[config.mk]
export PLATFORM = sky130hd
export DESIGN_NAME = issue_fu_stub
export DESIGN_NICKNAME = d
export VERILOG_FILES = /design/src/rtl/issue_fu_stub.sv
export SDC_FILE = /design/constraint.sdc
export NUM_CORES = 1
export LEC_CHECK = 0
export ABC_AREA = 1
export CAP_MARGIN = 20
export CORE_ASPECT_RATIO = 0.9
export CORE_MARGIN = 1
export CORE_UTILIZATION = 40
export DETAILED_ROUTE_END_ITERATION = 6
export GPL_TIMING_DRIVEN = 0
export HOLD_SLACK_MARGIN = 0.12
export SYNTH_ARGS = -nofsm -noshare
export SYNTH_HDL_FRONTEND = slang
export SYNTH_SLANG_ARGS = --single-unit
[constraint.sdc]
create_clock -name clk -period 3.9 [get_ports clk]
set_input_delay 0.78 -clock clk [delete_from_list [all_inputs] [get_ports clk]]
set_output_delay 0.78 -clock clk [all_outputs]
set_load 0.02 [all_outputs]
[src/rtl/issue_fu_stub.sv]
// issue_fu_stub: functional-unit model fed by the issue stage. Accepts one
// instruction per cycle into an in-order queue and emits a one-cycle done pulse
// a fixed LATENCY after acceptance. Provides busy mask, counters, sticky dup_err.
// Latency: accept at edge E -> done registered at edge E+LATENCY.
// Backpressure: issue_ready low while queue holds DEPTH entries (registered only).
// Ports: clk/rst (async active-low); issue_valid/issue_wfid/issue_ready in;
//        done/done_wfid, wf_busy, inflight, accept_count, done_count, dup_err out.
module issue_fu_stub #(
  parameter int WFID_WIDTH = 6,
  parameter int LATENCY    = 4,
  parameter int DEPTH      = 4
) (
  input  logic                       clk,
  input  logic                       rst,
  input  logic                       issue_valid,
  input  logic [WFID_WIDTH-1:0]      issue_wfid,
  output logic                       issue_ready,
  output logic                       done,
  output logic [WFID_WIDTH-1:0]      done_wfid,
  output logic [2**WFID_WIDTH-1:0]   wf_busy,
  output logic [4:0]                 inflight,
  output logic [15:0]                accept_count,
  output logic [15:0]                done_count,
  output logic                       dup_err
);

  localparam int PW = $clog2(DEPTH);
  localparam int NB = 2**WFID_WIDTH;

  logic [PW-1:0]         r_wr_ptr;
  logic [PW-1:0]         r_rd_ptr;
  logic [4:0]            r_count;
  logic [7:0]            r_cyc;
  logic [WFID_WIDTH-1:0] r_q_wfid  [DEPTH];
  logic [7:0]            r_q_stamp [DEPTH];
  logic                  r_done;
  logic [WFID_WIDTH-1:0] r_done_wfid;
  logic [NB-1:0]         r_busy;
  logic [15:0]           r_acc_cnt;
  logic [15:0]           r_done_cnt;
  logic                  r_dup;

  logic                  w_ready;
  logic                  w_push;
  logic                  w_pop;
  logic [7:0]            w_age;
  logic [WFID_WIDTH-1:0] w_head_wfid;
  logic [NB-1:0]         w_busy_nxt;

  // Ready depends on registered occupancy only; a pop at the same edge does
  // not open a slot for an accept.
  assign w_ready     = (r_count != 5'(DEPTH));
  assign w_push      = issue_valid && w_ready;
  assign w_head_wfid = r_q_wfid[r_rd_ptr];
  // Modulo-256 age keeps the comparison correct across counter wrap.
  assign w_age       = r_cyc - r_q_stamp[r_rd_ptr];
  assign w_pop       = (r_count != 5'd0) && (w_age == 8'(LATENCY));

  // Clear for the completing entry first, then set for the new accept so a
  // same-edge accept of the completing wfid leaves the bit set.
  always_comb begin
    w_busy_nxt = r_busy;
    if (w_pop)  w_busy_nxt[w_head_wfid] = 1'b0;
    if (w_push) w_busy_nxt[issue_wfid]  = 1'b1;
  end

  always_ff @(posedge clk or negedge rst) begin
    if (!rst) begin
      r_wr_ptr    <= '0;
      r_rd_ptr    <= '0;
      r_count     <= '0;
      r_cyc       <= '0;
      r_done      <= 1'b0;
      r_done_wfid <= '0;
      r_busy      <= '0;
      r_acc_cnt   <= '0;
      r_done_cnt  <= '0;
      r_dup       <= 1'b0;
      for (int i = 0; i < DEPTH; i++) begin
        r_q_wfid[i]  <= '0;
        r_q_stamp[i] <= '0;
      end
    end else begin
      r_cyc  <= r_cyc + 8'd1;
      r_busy <= w_busy_nxt;
      if (w_push) begin
        r_q_wfid[r_wr_ptr]  <= issue_wfid;
        r_q_stamp[r_wr_ptr] <= r_cyc;
        r_wr_ptr            <= r_wr_ptr + PW'(1);
        r_acc_cnt           <= r_acc_cnt + 16'd1;
        if (r_busy[issue_wfid]) r_dup <= 1'b1;
      end
      if (w_pop) begin
        r_rd_ptr   <= r_rd_ptr + PW'(1);
        r_done_cnt <= r_done_cnt + 16'd1;
      end
      r_done      <= w_pop;
      r_done_wfid <= w_pop ? w_head_wfid : '0;
      case ({w_push, w_pop})
        2'b10:   r_count <= r_count + 5'd1;
        2'b01:   r_count <= r_count - 5'd1;
        default: r_count <= r_count;
      endcase
    end
  end

  assign issue_ready  = w_ready;
  assign done         = r_done;
  assign done_wfid    = r_done_wfid;
  assign wf_busy      = r_busy;
  assign inflight     = r_count;
  assign accept_count = r_acc_cnt;
  assign done_count   = r_done_cnt;
  assign dup_err      = r_dup;

endmodule

==> results.md, run 1 <==
* ANT nets after route at 0
* RSZ-0062 raised after global routing: false
* Clk_skew at around 22 ps
* Grt total ovfl at 0
* Hold WS at 376 ps
* Latest clock arrival within the worst-skew pair at 440 ps
* Fin. Hold Viols at 0
* Arrival @ worst endpoint at around 4000 ps
* Worst-Margin Slew at 1110 ps
* Mapped Cells at between 1000 and 1500
* Residual DRC at 11
* Drt total wl at 30500 µm
* CTS buffer count at 17
* Top_reg_cell synth: dfrtp_1
* Nets at 1495
* Max-cap violations at 0
* Vias per cell at 5.18
* Post-DP HPWL at 21000 µm
* Fin area at 12200 µm²
* Ports at 119
* # diodes at 0
* Drt first pass iters at 7
* Gpl congestion at 0.882
* Layer with the highest usage: met2
* Yosys cell types at 37
* Status: finished, violations left
* Leakage at 0.00579 µW
* Die W at approximately 170 µm
* TritonCTS clock tree: yes
* Worst Path Required at about 4300 ps
* Seq cells post-synth at 177
* H-tree levels at 4
* Antenna violations before repair at 0
* Clock Pin Slew Worst Setup and Hold Paths at 70 ps
* Fin. max-slew vios at 0
* Ys Warns at 0
* # fillers at 2303
* Met1 Usage GRT at ~37%
* Synthesis-to-finish area growth at 26.1%
* DP Area at 11300 µm²
* VDD IR max at between 300 and 400 µV
* Met3 Resource Use GR at 5.92%
* M2 GR Usage at between 30% and 40%
* Number of global-route vias before repair at 8496
* PwrDens at ~700 nW/µm²
* Rel. slew slack at between 20% and 30%
* Setup CP Type: register to register
* DRT iter0 DRCs at 960
* DR vias at approximately 9000
* Critical Path Fanout Max at 7
* Cell area after synthesis at 9690 µm²
* Total die area at 24900 µm²
* Core Region at around 24000 µm²
* Synth Area per Inst at 7.43 µm²
* Die Span Y at roughly 150 µm
* Violated checks: design-rule violations
* Most frequent cells in the layout: 575 x nand2_1, 177 x dfrtp_1, 115 x nor2_1
* Layout cell share with drive strength beyond 1 at 10.4%
* Post-synth EDFFs at 0
* GRT Total Usage at 25.0%
* Ys async rst share at 100%
* Setup crit end kind: register
* Row cnt at 53
* Wire length per cell at 17.1 µm
* Port Buffer Count at 114
* Fmax at approximately 280 MHz
* Starting Density at 41.2%
* Post-synthesis sequential area ratio at 45.7%
* Largest net degree at the start of global routing at approximately 100
* Clk root buf: clkbuf_16
* Crit start category: register
* # setup viols final at 0
* Leading cell type in the layout, fill and taps excluded: nand2_1
* First-pass GRT wire length at between 40000 and 50000 µm
* Syn_nets at 1331
* Clock Sink Count at 177
* Clk buf depth at 2
* Fin crit share at 92.9%
* Min-Delay Path Class: input pin to asynchronous set/reset pin
* Crit path time final at 3620 ps
## power breakdown
group | switching (µW) | internal (µW) | leakage (µW)
logic | 2570 | 1510 | 0.00347
registers | 437 | 2350 | 0.00205
clock network | 786 | 908 | 0.000267
total | 3790 | 4770 | 0.00579
## flip-flops by register name, indices dropped and copies added, names as in the netlist
| register | flops |
|---|---|
| wf_busy | 64 |
| r_q_stamp | 32 |
| r_q_wfid | 24 |
| accept_count | 16 |
| done_count | 16 |
| r_cyc | 8 |
| done_wfid | 6 |
| inflight | 5 |
| r_rd_ptr | 2 |
| r_wr_ptr | 2 |
| done | 1 |
| dup_err | 1 |
## per-layer routing
metal	share of wire (%)	up-vias
li1	-	4492
met1	47	4357
met2	43	366
met3	8.7	27
met4	1.4	0
met5	0	-
## cells in the mapped netlist, types with 17 or more instances
master | number | area share [%]
nand2_1 | 579 | 22
dfrtp_1 | 177 | 46
nor2_1 | 118 | 4.6
o21ai_0 | 69 | 3.6
inv_1 | 61 | 2.4
nand3_1 | 55 | 2.8
nand4_1 | 55 | 3.6
buf_2 | 24 | 1.2
xnor2_1 | 22 | 2.0
xor2_1 | 18 | 1.6
clkbuf_1 | 17 | 0.66
ha_1 | 17 | 2.2
## final cells by class
cell class                 count  area, µm²  area share (%)
multi-input combinational   1001       4780            39.1
clock inverter                13        126            1.03
tap                          302        378            3.09
sequential                   177       4430            36.2
clock buffer                  19        443            3.62
timing repair buffer         149       1460            11.9
inverter                      69        267            2.18
buffer                        54        339            2.77
## worst max-delay path: stages, from the launching register on
cell	delay [ps]
dfrtp_1	430
inv_2	110
buf_12	120
clkbuf_16	130
nand2_1	50
a32o_1	220
ha_1	300
nand2_1	70
nand3b_1	170
nor2_2	120
nand3_2	100
nor2_4	190
nand3_4	150
inv_8	110
ha_4	120
buf_6	90
nand2_1	40
inv_1	80
nor2_2	50
ha_2	160
a21o_1	170
nand2_2	60
o21ai_1	70
or2_4	230
nand2_2	60
xor2_1	140
## timing repair
| item | in CTS | in global routing |
|---|---|---|
| hold buffers | 0 | 0 |
| setup endpoints to repair | 4 | 1 |
| gates cloned | 1 | 1 |
| setup buffers | 15 | 12 |
| pin swaps | 6 | 8 |
| gates resized for setup | 24 | 19 |
## path summary, 6_finish.rpt
kind                                                end  cells after the start                    startpoint  slack, ps
setup / recovery                inflight[4]$_DFFE_PN0P_                     25       r_rd_ptr[0]$_DFFE_PN0N_        280
hold / removal                    wf_busy[54]$_DFF_PN0_                      1                           rst        380
setup reg to reg                inflight[4]$_DFFE_PN0P_                     25       r_rd_ptr[0]$_DFFE_PN0N_        280
hold reg to reg            accept_count[15]$_DFFE_PN0P_                      1  accept_count[15]$_DFFE_PN0P_        480
max in group asynchronous     r_q_stamp[31]$_DFFE_PN0P_                      2                           rst       2660
min in group clk           accept_count[15]$_DFFE_PN0P_                      1  accept_count[15]$_DFFE_PN0P_        480
## through the flow
step	worst slack (ps)	utilization (%)	power, µW	TNS, ps	std cells
6_report	277	51.9	8550	0	1784
5_1_grt	8.72	51.9	9110	0	1784
4_1_cts	11.8	51.3	8430	0	1772
3_5_place_dp	-673	47.9	6520	-1240	1727
3_3_place_gp	-5580	47.6	6460	-985390	1721
2_1_floorplan	30.4	-	5110	0	1305
## cell families after synthesis
logic type                 after synthesis  share of synthesized area (%)
and+or+nand+nor                        851                           37.4
DFF                                    177                           45.7
buffers and inverters                  127                           5.89
AOI/OAI and AO/OA                       93                           5.23
xor gates and xnor gates                40                           3.62
adders and majority gates               17                           2.19
Note: power is estimated with default switching activity, not from simulation.
==> inputs of run 2 (changes only) <==
Clock period 3.9 ns to 4.2 ns, I/O delays scaled along.
==> results.md, run 2 (synthesis results as in run 1) <==
* Setup CP Type: register to register
* Max-cap violations at 0
* Top Family by Delay on Critical Path: simple AND/OR/NAND/NOR gates
* Critical Path Fanout Max at 21
* Sequential cell area at 4430 µm²
* Antenna violations before repair at 0
* Fin. max-slew vios at 0
* VDD IR max at 365 µV
* Top sig layer: met5
* Starting Density at 41.2%
* GRT Total Usage at 24.7%
* Latest clock arrival within the worst-skew pair at 430 ps
* Leakage at 0.00565 µW
* Die W at 166 µm
* Largest net degree at the start of global routing at 96
* WL met1 at 14400 µm
* Critical Path Slowest Stage Cell: dfrtp_1
* TritonCTS clock tree: yes
* Ports at 119
* CP max stage delay at 400 ps
* Row cnt at 53
* # diodes at 0
* Rel. slew slack at 21.4%
* Grt total ovfl at 0
* H-tree levels at 4
* Leading cell type in the layout, fill and taps excluded: nand2_1
* Met2 WL at 13300 µm
* Total die area at 24900 µm²
* CTS Hold Bufs at 0
* Fin area at 11900 µm²
* Vias per cell at about 5.2
* Nets at 1469
* ANT nets after route at 0
* Clock Sink Count at 177
* # fillers at 2274
* CP startpoint: r_rd_ptr[0]$_DFFE_PN0N_
* Fin worst setup slack at around 300 ps
* Clk_skew at between 10 and 15 ps
* Arrival @ worst endpoint at approximately 4300 ps
* Die Span Y at 150 µm
* Fmax at around 260 MHz
* Clock Pin Slew Worst Setup and Hold Paths at 80 ps
* Layout cell share with drive strength beyond 1 at 8.04%
* Clk root buf: clkbuf_16
* Residual DRC at 14
* Fin crit share at between 90 and 100%
* Fin. Hold Viols at 0
* Setup WS pre-CTS at -664 ps
* Reg-to-reg startpoint: r_rd_ptr[0]$_DFFE_PN0N_
* DP Area at 11300 µm²
* Drt first pass iters at 7
* Crit path time final at a little under 4000 ps
* Met3 WL post-DR at 2100 µm
* Drt total wl at 30000 µm
* DR vias at 9119
* Port Buffer Count at 114
* Violated checks: design-rule violations
* # setup viols final at 0
* Number of global-route vias before repair at 8403
* Min-Delay Path Class: input pin to asynchronous set/reset pin
* Worst-Margin Slew at 1170 ps
* First-pass GRT wire length at roughly 47000 µm
* DRT iter0 DRCs at ~900
* Post-DP HPWL at ~21000 µm
* Setup crit end kind: register
* Clk buf depth at 2
* Buf/Inv on CP at 6
* PwrDens at about 650 nW/µm²
* Crit path top cell by count: nand2_1
* Most frequent cells in the layout: 579 x nand2_1, 177 x dfrtp_1, 117 x nor2_1
* CTS buffer count at 17
* Status: finished, violations left
* Wire length per cell at 17.1 µm
* Synthesis-to-finish area growth at 23.1%
* Crit start category: register
* Multi-input logic area at 4720 µm²
* Worst Path Required at 4550 ps
* Max reg flops at 64
* Core Region at 23500 µm²
* Gpl congestion at 0.903
## run 2: cell count changes in the layout (fill, tap and decap cells not counted), sizes merged
| cell | change |
|---|---|
| buf | -25 |
| clkinvlp | -4 |
| clkinv | +2 |
| inv | +2 |
| bufbuf | -1 |
## run 2: where the power goes
part / internal, µW / switching [µW]
clock network: 859 / 741
logic: 1250 / 2300
registers: 2180 / 411
total: 4290 / 3460
## run 2: final timing paths
kind / endpoint / slack (ps) / depth (start not counted)
worst min-delay path: accept_count[14]$_DFFE_PN0P_ / 390 / 1
worst min register to register: accept_count[15]$_DFFE_PN0P_ / 470 / 1
max in group asynchronous: r_q_wfid[18]$_DFFE_PN0P_ / 2880 / 2
min in group clk: accept_count[15]$_DFFE_PN0P_ / 470 / 1
worst max-delay path: inflight[4]$_DFFE_PN0P_ / 300 / 26
worst max register to register: inflight[4]$_DFFE_PN0P_ / 300 / 26
## run 2: stage by stage
| stage | total power [µW] | instances | hold WS (ps) | utilization (%) | setup TNS [ps] |
|---|---|---|---|---|---|
| 2_1_floorplan | 4750 | 1305 | 448 | - | 0 |
| 3_3_place_gp | 5980 | 1721 | 462 | 47.6 | -935890 |
| 3_5_place_dp | 6050 | 1727 | 466 | 47.9 | -1180 |
| 4_1_cts | 7700 | 1761 | 416 | 50.7 | 0 |
| 5_1_grt | 8240 | 1758 | 436 | 50.7 | -2.24 |
| 6_report | 7740 | 1758 | 390 | 50.7 | 0 |
## run 2: layout make-up
type	count	share of cell area [%]
Tap cell	302	3.17
Clock buffer	19	3.71
Clock inverter	13	1.20
Multi-Input combinational cell	1001	39.6
Sequential cell	177	37.1
Buffer	54	2.70
Timing Repair Buffer	123	10.3
Inverter	69	2.17
## run 2: repair_timing
action / in CTS / in global routing
setup buffers: 3 / 0
resized for setup: 11 / 9
pin swaps: 2 / 1
setup endpoints to repair: 4 / 1
## run 2: routing by layer
metal | vias up | GRT usage [%]
met5 | - | 1.58
met4 | 2 | 4.86
met3 | 29 | 4.10
met2 | 338 | 37.6
met1 | 4308 | 36.8
li1 | 4442 | -
==> inputs of run 3 (changes only) <==
Settings changed: CELL_PAD_IN_SITES_DETAIL_PLACEMENT set to 0, CELL_PAD_IN_SITES_GLOBAL_PLACEMENT set to 2, CORE_UTILIZATION 40 to 35, PLACE_DENSITY_LB_ADDON set to 0.1, REMOVE_ABC_BUFFERS set to 1.
==> results.md, run 3 (synthesis results as in run 1) <==
* Status: completed
* First-pass GRT wire length at 51400 µm
* # setup viols final at 0
* CTS Hold Bufs at 0
* Wire length per cell at 18.6 µm
* Setup WS pre-CTS at -2540 ps
* Int Pwr at roughly 4200 µW
* Nets at 1440
* Inst Count DP at roughly 1700
* Clk root buf: clkbuf_16
* Drt total wl at 33200 µm
* Critical Path Fanout Max at 29
* Final Non-Filler Cells at 1781
* Min-Delay Path Class: input pin to asynchronous set/reset pin
* Clk_skew at about 13 ps
* Max-cap violations at 0
* Clock Pin Slew Worst Setup and Hold Paths at 80 ps
* Ports at between 100 and 150
* Die W at 177 µm
* Final setup TNS at 0 ps
* Starting Density at 35.8%
* Die Span Y at around 160 µm
* Synthesis-to-finish area growth at 23.8%
* Leakage at 0.00561 µW
* Fin. max-slew vios at 0
* Clock Sink Count at between 150 and 200
* ANT nets after route at 0
* Gpl congestion at 0.769
* DR vias at 8880
* Fin worst setup slack at 294 ps
* Total power at 7990 µW
* Net Sw Power at 3750 µW
* Row cnt at 57
* Leading cell type in the layout, fill and taps excluded: nand2_1
* Clk buf depth at 2
* Comb pwr share at a little under half
* Fmax at 256 MHz
* Crit start category: register
* Largest net degree at the start of global routing at 95
* Grt total ovfl at 0
* # diodes at 0
* Setup crit end kind: register
* Reg power frac at around a third
* CTS buffer count at 17
* PwrDens at 666 nW/µm²
* Fin crit share at 93.0%
* Clock share of power at between 20% and 30%
* Sw Ratio at 47.0%
* Fin. Hold Viols at 0
* Vias per cell at 4.99
* Drt first pass iters at 7
* Max reg flops at 64
* Latest clock arrival within the worst-skew pair at 450 ps
* VDD IR max at 377 µV
* RSZ-0062 raised after global routing: false
* Worst Path Required at 4560 ps
* Total die area at 28400 µm²
* Worst-Margin Slew at approximately 1100 ps
* Residual DRC at 0
* Number of global-route vias before repair at 8262
* Post-DP HPWL at between 15000 and 20000 µm
* Rel. slew slack at 23.9%
* Most frequent cells in the layout: 577 x nand2_1, 175 x dfrtp_1, 117 x nor2_1
* Antenna violations before repair at 0
* Layout cell share with drive strength beyond 1 at 7.64%
* TritonCTS clock tree: yes
* Port Buffer Count at 118
* Core Region at 27100 µm²
* Crit path time final at slightly below 4000 ps
* GRT Total Usage at 24.1%
* DRT iter0 DRCs at 737
* Arrival @ worst endpoint at around 4300 ps
* Setup CP Type: register to register
* H-tree levels at 4
## run 3: final timing paths
path | start | endpoint | slack, ps | cells after the start
hold reg to reg | r_q_stamp[17]$_DFFE_PN0P_ | r_q_stamp[17]$_DFFE_PN0P_ | 490 | 2
max in group asynchronous | rst | wf_busy[56]$_DFF_PN0_ | 2900 | 2
setup reg to reg | r_rd_ptr[0]$_DFFE_PN0N_ | inflight[4]$_DFFE_PN0P_ | 290 | 21
setup / recovery | r_rd_ptr[0]$_DFFE_PN0N_ | inflight[4]$_DFFE_PN0P_ | 290 | 21
min in group clk | r_q_stamp[17]$_DFFE_PN0P_ | r_q_stamp[17]$_DFFE_PN0P_ | 490 | 2
hold / removal | rst | r_q_stamp[11]$_DFFE_PN0P_ | 380 | 1
## run 3: power by group through the flow
stage | Combinational, µW | Sequential (µW) | Clock (µW)
2_1_floorplan | 1750 | 2830 | 0
3_3_place_gp | 3260 | 2660 | 0
3_5_place_dp | 3300 | 2660 | 0
4_1_cts | 3680 | 2600 | 1670
5_1_grt | 4130 | 2670 | 1730
6_report | 3750 | 2610 | 1630
## run 3: cell type report
cell class	instances	area, µm²
clock buffer	17	425
clock inverter	15	161
fill	2823	15100
inverter	69	288
multi-input combinational	1007	4810
sequential	177	4430
tap	354	443
timing repair buffer	140	1420
timing repair inverter	2	16.3
## run 3: what timing repair did
action,in CTS,in global routing
pin swaps,5,2
cloned,7,1
buffers inserted,8,6
gates resized for setup,21,1
setup endpoints to repair,46,1
## run 3: routing by layer
metal | wire length, µm | part of all wire (%) | track usage (%)
met5 | 0 | 0 | 0
met4 | 410 | 1.2 | 5.98
met3 | 1500 | 4.5 | 3.40
met2 | 15100 | 45 | 37.3
met1 | 16200 | 49 | 35.2
## run 3: metrics by stage
stage	utilization, %	hold WS (ps)	cell area (µm²)
2_1_floorplan	-	448	9380
3_5_place_dp	41.1	472	11100
6_report	44.3	382	12000
4_1_cts	44.1	420	11900
3_3_place_gp	40.6	461	11000
5_1_grt	44.3	433	12000
## run 3: critical path, cell delays in order, from the launching register on
cell     delay (ps)
dfrtp_4         560
inv_12          160
nand2_1          70
a32o_1          220
ha_1            340
nand2_1          90
nor3_1          260
nand2_4         170
nand4_4         160
nand3_4         180
inv_12          160
ha_2            260
nand2_1          60
inv_1            70
nor2_1           50
ha_1            170
a21o_1          160
nand2_1          70
o21ai_1          70
or2_2           270
nand2_1          80
xor2_1          140
